`src/rtl/mc_defs.sv`:
```
// mc_defs: shared encodings for the multi-cycle controller (states, classes, opcodes, ALU/nPC selects).
package mc_defs;
  typedef enum logic [3:0] {
    S_FETCH, S_DECODE, S_EXE_R, S_EXE_I, S_MEM_ADR, S_MEM_RD,
    S_MEM_WR, S_WB_MEM, S_WB_ALU, S_BRANCH, S_JUMP
  } state_t;
  typedef enum logic [3:0] {
    C_NOP, C_ADDU, C_SUBU, C_ORI, C_LUI, C_LW, C_SW, C_BEQ, C_J, C_ILL
  } cls_t;
  localparam logic [5:0] OP_RTYPE = 6'b000000;
  localparam logic [5:0] FN_ADDU  = 6'b100001;
  localparam logic [5:0] FN_SUBU  = 6'b100011;
  localparam logic [5:0] OP_ORI   = 6'b001101;
  localparam logic [5:0] OP_LUI   = 6'b001111;
  localparam logic [5:0] OP_LW    = 6'b100011;
  localparam logic [5:0] OP_SW    = 6'b101011;
  localparam logic [5:0] OP_BEQ   = 6'b000100;
  localparam logic [5:0] OP_J     = 6'b000010;
  localparam logic [1:0] ALU_ADD = 2'd0;
  localparam logic [1:0] ALU_SUB = 2'd1;
  localparam logic [1:0] ALU_OR  = 2'd2;
  localparam logic [1:0] ALU_LUI = 2'd3;
  localparam logic [1:0] NPC_SEQ = 2'b00;
  localparam logic [1:0] NPC_BEQ = 2'b01;
  localparam logic [1:0] NPC_J   = 2'b10;
  function automatic logic [1:0] alu_of(cls_t c);
    return c == C_SUBU ? ALU_SUB : c == C_ORI ? ALU_OR : c == C_LUI ? ALU_LUI : ALU_ADD;
  endfunction
endpackage

```
`src/rtl/mc_ctrl_if.sv`:
```
// mc_ctrl_if: instruction fields in, control strobes and debug status out of the controller.
interface mc_ctrl_if #(parameter int CNT_W = 32);
  logic [5:0] opcode;
  logic [5:0] funct;
  logic zero;
  logic pc_we;
  logic [1:0] nPC_sel;
  logic ir_we;
  logic reg_we;
  logic reg_dst;
  logic alu_src;
  logic [1:0] alu_op;
  logic ext_op;
  logic mem_we;
  logic mem_to_reg;
  logic illegal;
  logic [3:0] state;
  logic [CNT_W-1:0] instr_cnt;
  modport master (
    input opcode, funct, zero,
    output pc_we, nPC_sel, ir_we, reg_we, reg_dst, alu_src, alu_op, ext_op,
    mem_we, mem_to_reg, illegal, state, instr_cnt
  );
  modport slave (
    output opcode, funct, zero,
    input pc_we, nPC_sel, ir_we, reg_we, reg_dst, alu_src, alu_op, ext_op,
    mem_we, mem_to_reg, illegal, state, instr_cnt
  );
endinterface

```
`src/rtl/mc_decode.sv`:
```
// mc_decode: combinational opcode/funct to instruction class.
module mc_decode
  import mc_defs::*;
(
  input  logic [5:0] opcode,
  input  logic [5:0] funct,
  output cls_t       cls
);
  always_comb begin
    cls = opcode == OP_RTYPE ? (funct == FN_ADDU ? C_ADDU : funct == FN_SUBU ? C_SUBU : C_ILL) :
          opcode == OP_ORI ? C_ORI :
          opcode == OP_LUI ? C_LUI :
          opcode == OP_LW  ? C_LW  :
          opcode == OP_SW  ? C_SW  :
          opcode == OP_BEQ ? C_BEQ :
          opcode == OP_J   ? C_J   : C_ILL;
  end
endmodule

```
`src/rtl/mc_ctrl.sv`:
```
// mc_ctrl: multi-cycle MIPS main controller; sequences fetch/decode/execute and retires one instruction per PC update.
module mc_ctrl
  import mc_defs::*;
#(
  parameter int CNT_W = 32
) (
  input logic clk,
  input logic reset,
  mc_ctrl_if.master bus
);
  state_t st, nxt;
  cls_t cls, dec;
  logic ill;
  logic pc_we;
  logic [CNT_W-1:0] cnt;
  mc_decode u_dec (.opcode(bus.opcode), .funct(bus.funct), .cls(dec));
  always_comb begin
    case (st)
      S_FETCH:   nxt = S_DECODE;
      S_DECODE:  nxt = (dec == C_ADDU || dec == C_SUBU) ? S_EXE_R :
                       (dec == C_ORI || dec == C_LUI) ? S_EXE_I :
                       (dec == C_LW || dec == C_SW) ? S_MEM_ADR :
                       dec == C_BEQ ? S_BRANCH : dec == C_J ? S_JUMP : S_FETCH;
      S_EXE_R:   nxt = S_WB_ALU;
      S_EXE_I:   nxt = S_WB_ALU;
      S_MEM_ADR: nxt = cls == C_LW ? S_MEM_RD : S_MEM_WR;
      S_MEM_RD:  nxt = S_WB_MEM;
      default:   nxt = S_FETCH;
    endcase
  end
  // An illegal instruction retires straight out of DECODE, so pc_we there looks at the live decode.
  assign pc_we = (st == S_DECODE && dec == C_ILL) ||
                 st inside {S_MEM_WR, S_WB_MEM, S_WB_ALU, S_BRANCH, S_JUMP};
  assign bus.pc_we      = pc_we;
  assign bus.nPC_sel    = st == S_BRANCH ? NPC_BEQ : st == S_JUMP ? NPC_J : NPC_SEQ;
  assign bus.ir_we      = st == S_FETCH;
  assign bus.reg_we     = st inside {S_WB_MEM, S_WB_ALU};
  assign bus.reg_dst    = st == S_WB_ALU && (cls == C_ADDU || cls == C_SUBU);
  assign bus.alu_src    = st inside {S_EXE_I, S_MEM_ADR, S_MEM_RD, S_MEM_WR} ||
                          (st == S_WB_ALU && (cls == C_ORI || cls == C_LUI));
  assign bus.alu_op     = st inside {S_EXE_R, S_EXE_I, S_WB_ALU} ? alu_of(cls) :
                          st == S_BRANCH ? ALU_SUB : ALU_ADD;
  assign bus.ext_op     = st inside {S_MEM_ADR, S_MEM_RD, S_MEM_WR, S_BRANCH};
  assign bus.mem_we     = st == S_MEM_WR;
  assign bus.mem_to_reg = st == S_WB_MEM;
  assign bus.illegal    = ill;
  assign bus.state      = st;
  assign bus.instr_cnt  = cnt;
  always_ff @(posedge clk) begin
    if (reset) begin
      st  <= S_FETCH;
      cls <= C_NOP;
      ill <= 1'b0;
      cnt <= '0;
    end else begin
      st <= nxt;
      if (st == S_DECODE) cls <= dec;
      if (st == S_DECODE && dec == C_ILL) ill <= 1'b1;
      if (pc_we) cnt <= cnt + 1'b1;
    end
  end
endmodule

```
`src/flat_wrapper.sv`:
```
// flat-port wrapper written by rule: the top's interface ports become plain ports
module mc_ctrl_flat import mc_defs::*;
#(
  parameter int CNT_W = 32
)
  (clk, reset, bus_opcode, bus_funct, bus_zero, bus_pc_we, bus_nPC_sel, bus_ir_we, bus_reg_we, bus_reg_dst, bus_alu_src, bus_alu_op, bus_ext_op, bus_mem_we, bus_mem_to_reg, bus_illegal, bus_state, bus_instr_cnt);
  mc_ctrl_if #(.CNT_W(CNT_W)) bus_i ();
  input logic clk;
  input logic reset;
  input wire logic [$bits(bus_i.opcode)-1:0] bus_opcode;
  input wire logic [$bits(bus_i.funct)-1:0] bus_funct;
  input wire logic [$bits(bus_i.zero)-1:0] bus_zero;
  output wire logic [$bits(bus_i.pc_we)-1:0] bus_pc_we;
  output wire logic [$bits(bus_i.nPC_sel)-1:0] bus_nPC_sel;
  output wire logic [$bits(bus_i.ir_we)-1:0] bus_ir_we;
  output wire logic [$bits(bus_i.reg_we)-1:0] bus_reg_we;
  output wire logic [$bits(bus_i.reg_dst)-1:0] bus_reg_dst;
  output wire logic [$bits(bus_i.alu_src)-1:0] bus_alu_src;
  output wire logic [$bits(bus_i.alu_op)-1:0] bus_alu_op;
  output wire logic [$bits(bus_i.ext_op)-1:0] bus_ext_op;
  output wire logic [$bits(bus_i.mem_we)-1:0] bus_mem_we;
  output wire logic [$bits(bus_i.mem_to_reg)-1:0] bus_mem_to_reg;
  output wire logic [$bits(bus_i.illegal)-1:0] bus_illegal;
  output wire logic [$bits(bus_i.state)-1:0] bus_state;
  output wire logic [$bits(bus_i.instr_cnt)-1:0] bus_instr_cnt;
  assign bus_i.opcode = bus_opcode;
  assign bus_i.funct = bus_funct;
  assign bus_i.zero = bus_zero;
  assign bus_pc_we = bus_i.pc_we;
  assign bus_nPC_sel = bus_i.nPC_sel;
  assign bus_ir_we = bus_i.ir_we;
  assign bus_reg_we = bus_i.reg_we;
  assign bus_reg_dst = bus_i.reg_dst;
  assign bus_alu_src = bus_i.alu_src;
  assign bus_alu_op = bus_i.alu_op;
  assign bus_ext_op = bus_i.ext_op;
  assign bus_mem_we = bus_i.mem_we;
  assign bus_mem_to_reg = bus_i.mem_to_reg;
  assign bus_illegal = bus_i.illegal;
  assign bus_state = bus_i.state;
  assign bus_instr_cnt = bus_i.instr_cnt;
  mc_ctrl #(.CNT_W(CNT_W)) u_core (.clk(clk), .reset(reset), .bus(bus_i));
endmodule
```
`config.mk`:
```
export PLATFORM = sky130hd
export DESIGN_NAME = mc_ctrl_flat
export DESIGN_NICKNAME = d
export VERILOG_FILES = /design/src/rtl/mc_defs.sv /design/src/rtl/mc_ctrl_if.sv /design/src/rtl/mc_decode.sv /design/src/rtl/mc_ctrl.sv /design/src/flat_wrapper.sv
export SDC_FILE = /design/constraint.sdc
export NUM_CORES = 1
export LEC_CHECK = 0
export CAP_MARGIN = 5
export CORE_UTILIZATION = 50
export DETAILED_ROUTE_END_ITERATION = 12
export PLACE_DENSITY = 0.81
export SYNTH_ARGS = -nofsm -noshare
export SYNTH_HDL_FRONTEND = slang
export SYNTH_SLANG_ARGS = --single-unit
```
`constraint.sdc`:
```
create_clock -name clk -period 3.2 [get_ports clk]
set_clock_uncertainty 0.15 [all_clocks]
set_input_delay 0.64 -clock clk [delete_from_list [all_inputs] [get_ports clk]]
set_output_delay 0.64 -clock clk [all_outputs]
set_load 0.05 [all_outputs]
```
==> Yosys cells after proc, flatten, opt, wreduce, memory -nomap -nowiden <==
Cells that the tools add are included.
{ "word_totals": {"word_cells": 78, "ff_bits": 41, "input_bits": 15, "out_inout_bits": 49} }
{ "op_classes": {"mux": 23, "n_eq_ne": 32, "reduce_logical": 18, "add_sub_neg": 1} }
{ "op_table": {"columns": ["op", "n"], "rows": [
  ["4-bit two-way mux", 13],
  ["4-bit by 3-bit equality test with 1-bit output, second input constant", 10],
  ["32-bit by 1-bit adder with 32-bit output, second input constant", 1],
  ["4-bit by 2-bit equality test with 1-bit output, second input constant", 6],
  ["6-bit equality test, second input constant", 4],
  ["4-bit equality test, second input constant", 5],
  ["4-bit case mux with 5 select lines", 1],
  ["2-bit two-way mux", 7],
  ["4-bit by 1-bit equality test with 1-bit output, second input constant", 3],
  ["6-bit by 4-bit equality test with 1-bit output, second input constant", 2],
  ["4-bit nonzero test", 2],
  ["1-bit logical OR", 7],
  ["6-bit by 2-bit equality test with 1-bit output, second input constant", 1],
  ["6-bit by 3-bit equality test with 1-bit output, second input constant", 1],
  ["6-bit logical NOT", 1],
  ["5-bit nonzero test", 1],
  ["4-bit logical NOT", 1],
  ["1-bit logical AND", 3],
  ["3-bit nonzero test", 1],
  ["1-bit two-way mux", 2],
  ["2-bit nonzero test", 1],
  ["2-bit OR reduction", 1]
]} }

==> Longest topological paths before layout <==
{ "logic_depth": {"depth_word": 15, "depth_mapped": 8, "mapped_depth_nobuf": 6} }

==> Modules after synthesis <==
Synthesis repeated with hierarchy kept, for this count alone.
{ "unflattened": {"cells_unflattened": 307, "hier_area_um2": 2528.7} }
{ "modules_own_cells": {"columns": ["module", "seq_area_each_um2", "cells_each", "area_per_inst_um2", "instances"], "rows": [
  ["mc_ctrl", 820.8, 281, 2344.7, 1],
  ["mc_decode", 0.0, 26, 183.9, 1]
]} }

==> Worst setup path before layout <==
Ideal clock, no wire load.
{ "synth_timing": {"path_kind": "register to output", "start": "reg u_core.st[3], in the netlist u_core.bus.state[3]", "end": "out bus_reg_dst", "path_buffers": 1, "stages_incl_launch_ff": 5, "arrival_time_ns": 2.909, "required_ns": 2.410, "setup_slack_ns": -0.499, "path_cell_list": "dfxtp_1 -> clkbuf_1 -> nand2b_1 -> or3_1 -> nor4_1"} }
{ "synth_via": {"elab_chain_len": 2} }
{ "synth_rtl": {"columns": ["item", "line_no", "text"], "rows": [
  ["start, declared", "mc_ctrl.sv:11", "state_t st, nxt;"],
  ["start signal, assigned", "mc_ctrl.sv:56", "st <= nxt;"],
  ["4-bit equality test", "mc_ctrl.sv:38", "assign bus.reg_dst = st == S_WB_ALU && (cls == C_ADDU || cls == C_SUBU);"],
  ["1-bit logical AND", "mc_ctrl.sv:38", null],
  ["end, declared", "flat_wrapper.sv:17", "output wire logic [$bits(bus_i.reg_dst)-1:0] bus_reg_dst;"]
]} }
No other way between the ends.

==> Final worst setup path <==
{ "layout_timing": {"start": "reg u_core.st[2], in the netlist u_core.bus.state[2]", "end": "out bus_mem_to_reg"} }
{ "layout_via": {"elab_chain_len": 1} }
{ "layout_rtl": {"columns": ["item", "line_no", "text"], "rows": [
  ["4-bit by 3-bit equality test with 1-bit output", "mc_ctrl.sv:45", "assign bus.mem_to_reg = st == S_WB_MEM;"],
  ["end, declared", "flat_wrapper.sv:22", "output wire logic [$bits(bus_i.mem_to_reg)-1:0] bus_mem_to_reg;"]
]} }
No other way between the ends.

==> results.tsv <==
stage	metric	value	unit
floorplan	start_util	52.0	%
logic_synthesis	netlist_area	2670	um^2
critical_path	crit_type	reg2out	
cells_and_area	fin_nets	429	
drt	wl	6280	um
pwr	p_per_area	326	nW/um^2
floorplan	dieArea	5640	um^2
drt	viasPerCell	5.50	
logic_synthesis	netlist_top_cells_area	dfxtp_1 31%, mux2_2 9.7%, nor2b_1 8.9%	
floorplan	core_area	5140	um^2
clock_tree	cts_root_buffer	clkbuf_8	
cells_and_area	diodes	0	
drt	drc	0	
logic_synthesis	synth_cell_types	48	
grt	top_usage_layer	met2	
timing	hold_ws	0.324	ns
critical_path	startpoint_type	flop	
timing	grt_setup_unrepaired	no	
grt	grt_pass1_vias	2345	
grt	grt_use_total	23.5	%
logic_synthesis	synth_fp_nets	364	
cells_and_area	drive_gt1_share	16.7	%
logic_synthesis	avgSynthCellArea	7.68	um^2
critical_path	cp.required	2.41	ns
clock_tree	insertion_delay	0.29	ns
critical_path	cp.arrival	2.23	ns
clock_tree	cts_buffer_depth	2	
timing	min_period	3.02	ns
logic_synthesis	ys_warn_count	0	
logic_synthesis	synth_seq_cells	41	
clock_tree	cts.sinks	41	
drt	firstDrtPassIters	4	
timing	final-setup-viol-count	0	
drt	vias	2662	
floorplan	die_x	75.1	um
worst_hold_path	hold_path.class	reg2reg	
cells_and_area	stdcell_area	3620	um^2
flow_run	cap_violations	0	
grt	grt_max_degree	34	
logic_synthesis	synth-async-reset-ratio	0	%
clock_tree	hold_buffers	0	
floorplan	ios	64	
grt	overflow	0	
logic_synthesis	synth.yosys.seq_area_share	30.7	%
timing	finalHoldViolCount	0	
placed_design	io_buffer_count	62	
grt	grt_use_met1	28.6	%
cells_and_area	n_fill_cell	443	
drt	first_iter_violations	145	
clock_tree	cts_buffers	5	
clock_tree	clkTransAtPathRegs	0.08	ns
timing	min_period_over_period	94.3	%
logic_synthesis	yosysTopAreaCellShare	30.7	%
floorplan	rows	26	
timing	tightest_slew	0.837	ns
clock_tree	cts_tree	built	
logic_synthesis	synthFlopType	dfxtp_1	
pwr	p_leak	1.47	nW
cells_and_area	area_delta_synth_final	35.3	%
grt	grtUsageMet2	42.3	%
pwr	peakVddDrop	346	uV
placed_design	hpwl	4430	um
grt	grt_pass1_wl	10300	um
cells_and_area	final_util	70.4	%
placed_design	dpl_cell_area	3420	um^2
critical_path	cp_max_fo	11	
grt	met3_usage	3.88	%
logic_synthesis	synth_edf_count	0	
drt	routedWlPerCell	13.0	um
placed_design	globalplace.congestion	0.881	
grt	antenna_found_initial	0	
clock_tree	htreeDepth	2	
timing	slew_headroom	44.2	%
floorplan	die_h	75.1	um
logic_synthesis	yosysTopAreaCell	dfxtp_1	
timing	drv_slew	0	
drt	ant_nets	0	
status	status	complete, no violations	
timing	clock.fmax	331	MHz
logic_synthesis	syn_inst	348	
critical_path	end_kind	primary output	
[logic make-up (layout without fill, tap and decap cells)]
family / count (synthesis) / count (layout) / share of synthesized area, %
flip-flops: 41 / 41 / 30.7
multiplexers: 31 / 31 / 13.0
XOR/XNOR: 3 / 3 / 0.983
AO/OA/AOI/OAI: 66 / 66 / 15.8
AND/OR/NAND/NOR: 174 / 174 / 33.8
buffers and inverters: 32 / 98 / 5.19
adder cells (fa/ha/maj): 1 / 1 / 0.468
[metal layers]
| layer | vias to the layer above | share of wire [%] |
|---|---|---|
| met1 | 1243 | 44 |
| met5 | - | 0 |
| met2 | 65 | 50 |
| met4 | 0 | 1.3 |
| met3 | 10 | 4.7 |
| li1 | 1344 | - |
[report_power, final]
group	switching, mW	internal (mW)
Clock	0.176	0.254
Combinational	0.128	0.0879
Sequential	0.0165	0.519
Total	0.320	0.861
[sequential cells by signal (all words and copies together), names as in the netlist]
signal and flops:
u_core.bus.illegal 1, u_core.bus.state 4, u_core.cls 4, u_core.bus.instr_cnt 32
[stage by stage]
| stage | power, mW | cells | TNS [ns] | setup slack, ns |
|---|---|---|---|---|
| CTS | 1.18 | 483 | 0 | 0.00665 |
| finish | 1.18 | 484 | 0 | 0.182 |
| floorplan | 0.680 | 348 | 0 | 0.0425 |
| global route | 1.23 | 484 | 0 | 0.0179 |
| global placement | 0.750 | 472 | -0.155 | -0.0585 |
| detailed placement | 0.754 | 472 | -0.325 | -0.106 |
[worst max-delay path, stage by stage, from the launching register on]
cell	delay, ns
dfxtp_1	0.53
inv_1	0.16
nor2_1	0.25
and3_1	0.20
clkdlybuf4s50_1	0.80
[synthesized netlist by cell type, types with 2 or more instances]
cell and count:
o22ai_1 2, buf_6 2, a31oi_1 2, and2_1 3, o21ai_0 4, nand3_1 19, buf_2 3, nand2_1 25
nor4_1 5, nor2b_1 38, dfxtp_1 41, mux2_2 23, a211o_1 2, nand4_1 9, xnor2_1 3, nor2_1 48
a211oi_1 7, inv_1 5, nand2b_1 4, a21oi_1 37, and3_1 7, nor3_1 7, clkbuf_1 21, mux2_1 7
[path summary, 6_finish.rpt]
check | start | to | slack, ns | depth (start not counted)
max | u_core.bus.state[2] | bus_mem_to_reg | 0.18 | 4
min | u_core.bus.illegal | u_core.bus.illegal | 0.32 | 2
max reg2reg | u_core.bus.state[0] | u_core.bus.instr_cnt[21] | 0.63 | 7
min reg2reg | u_core.bus.illegal | u_core.bus.illegal | 0.32 | 2
[what timing repair did]
item | in CTS | in global routing
pin swaps | 5 | 2
setup buffers | 3 | 1
endpoints found under the setup margin | 1 | 10
gates resized for setup | 5 | 10
[area by class of cell]
class                   count  area, um^2  area share (%)
clock buffers               7        86.3            2.39
clock inverters             1        30.0           0.830
well taps                  70        87.6            2.42
multi-input cells         275        1760            48.7
flip-flops and latches     41         821            22.7
repair buffers             85         815            22.5
inverters                   5        18.8           0.519
[cells in the final DEF (no fill, tap or decap), types with 3 or more instances in the layout]
| cell | Yosys | final |
|---|---|---|
| nor3_1 | 7 | 7 |
| nand3_1 | 19 | 19 |
| nand2_1 | 25 | 24 |
| nor2b_1 | 38 | 38 |
| and3_1 | 7 | 7 |
| xnor2_1 | 3 | 3 |
| clkbuf_8 | 0 | 6 |
| nand2b_1 | 4 | 4 |
| mux2_2 | 23 | 23 |
| inv_1 | 5 | 5 |
| a211oi_1 | 7 | 7 |
| nor2_1 | 48 | 48 |
| dlymetal6s2s_1 | 0 | 7 |
| and2_1 | 3 | 3 |
| nand4_1 | 9 | 9 |
| o21ai_0 | 4 | 4 |
| clkdlybuf4s50_1 | 0 | 50 |
| a21oi_1 | 37 | 37 |
| dfxtp_1 | 41 | 41 |
| mux2_1 | 7 | 7 |
| buf_4 | 0 | 23 |
Power figures use the tool's default switching activity.
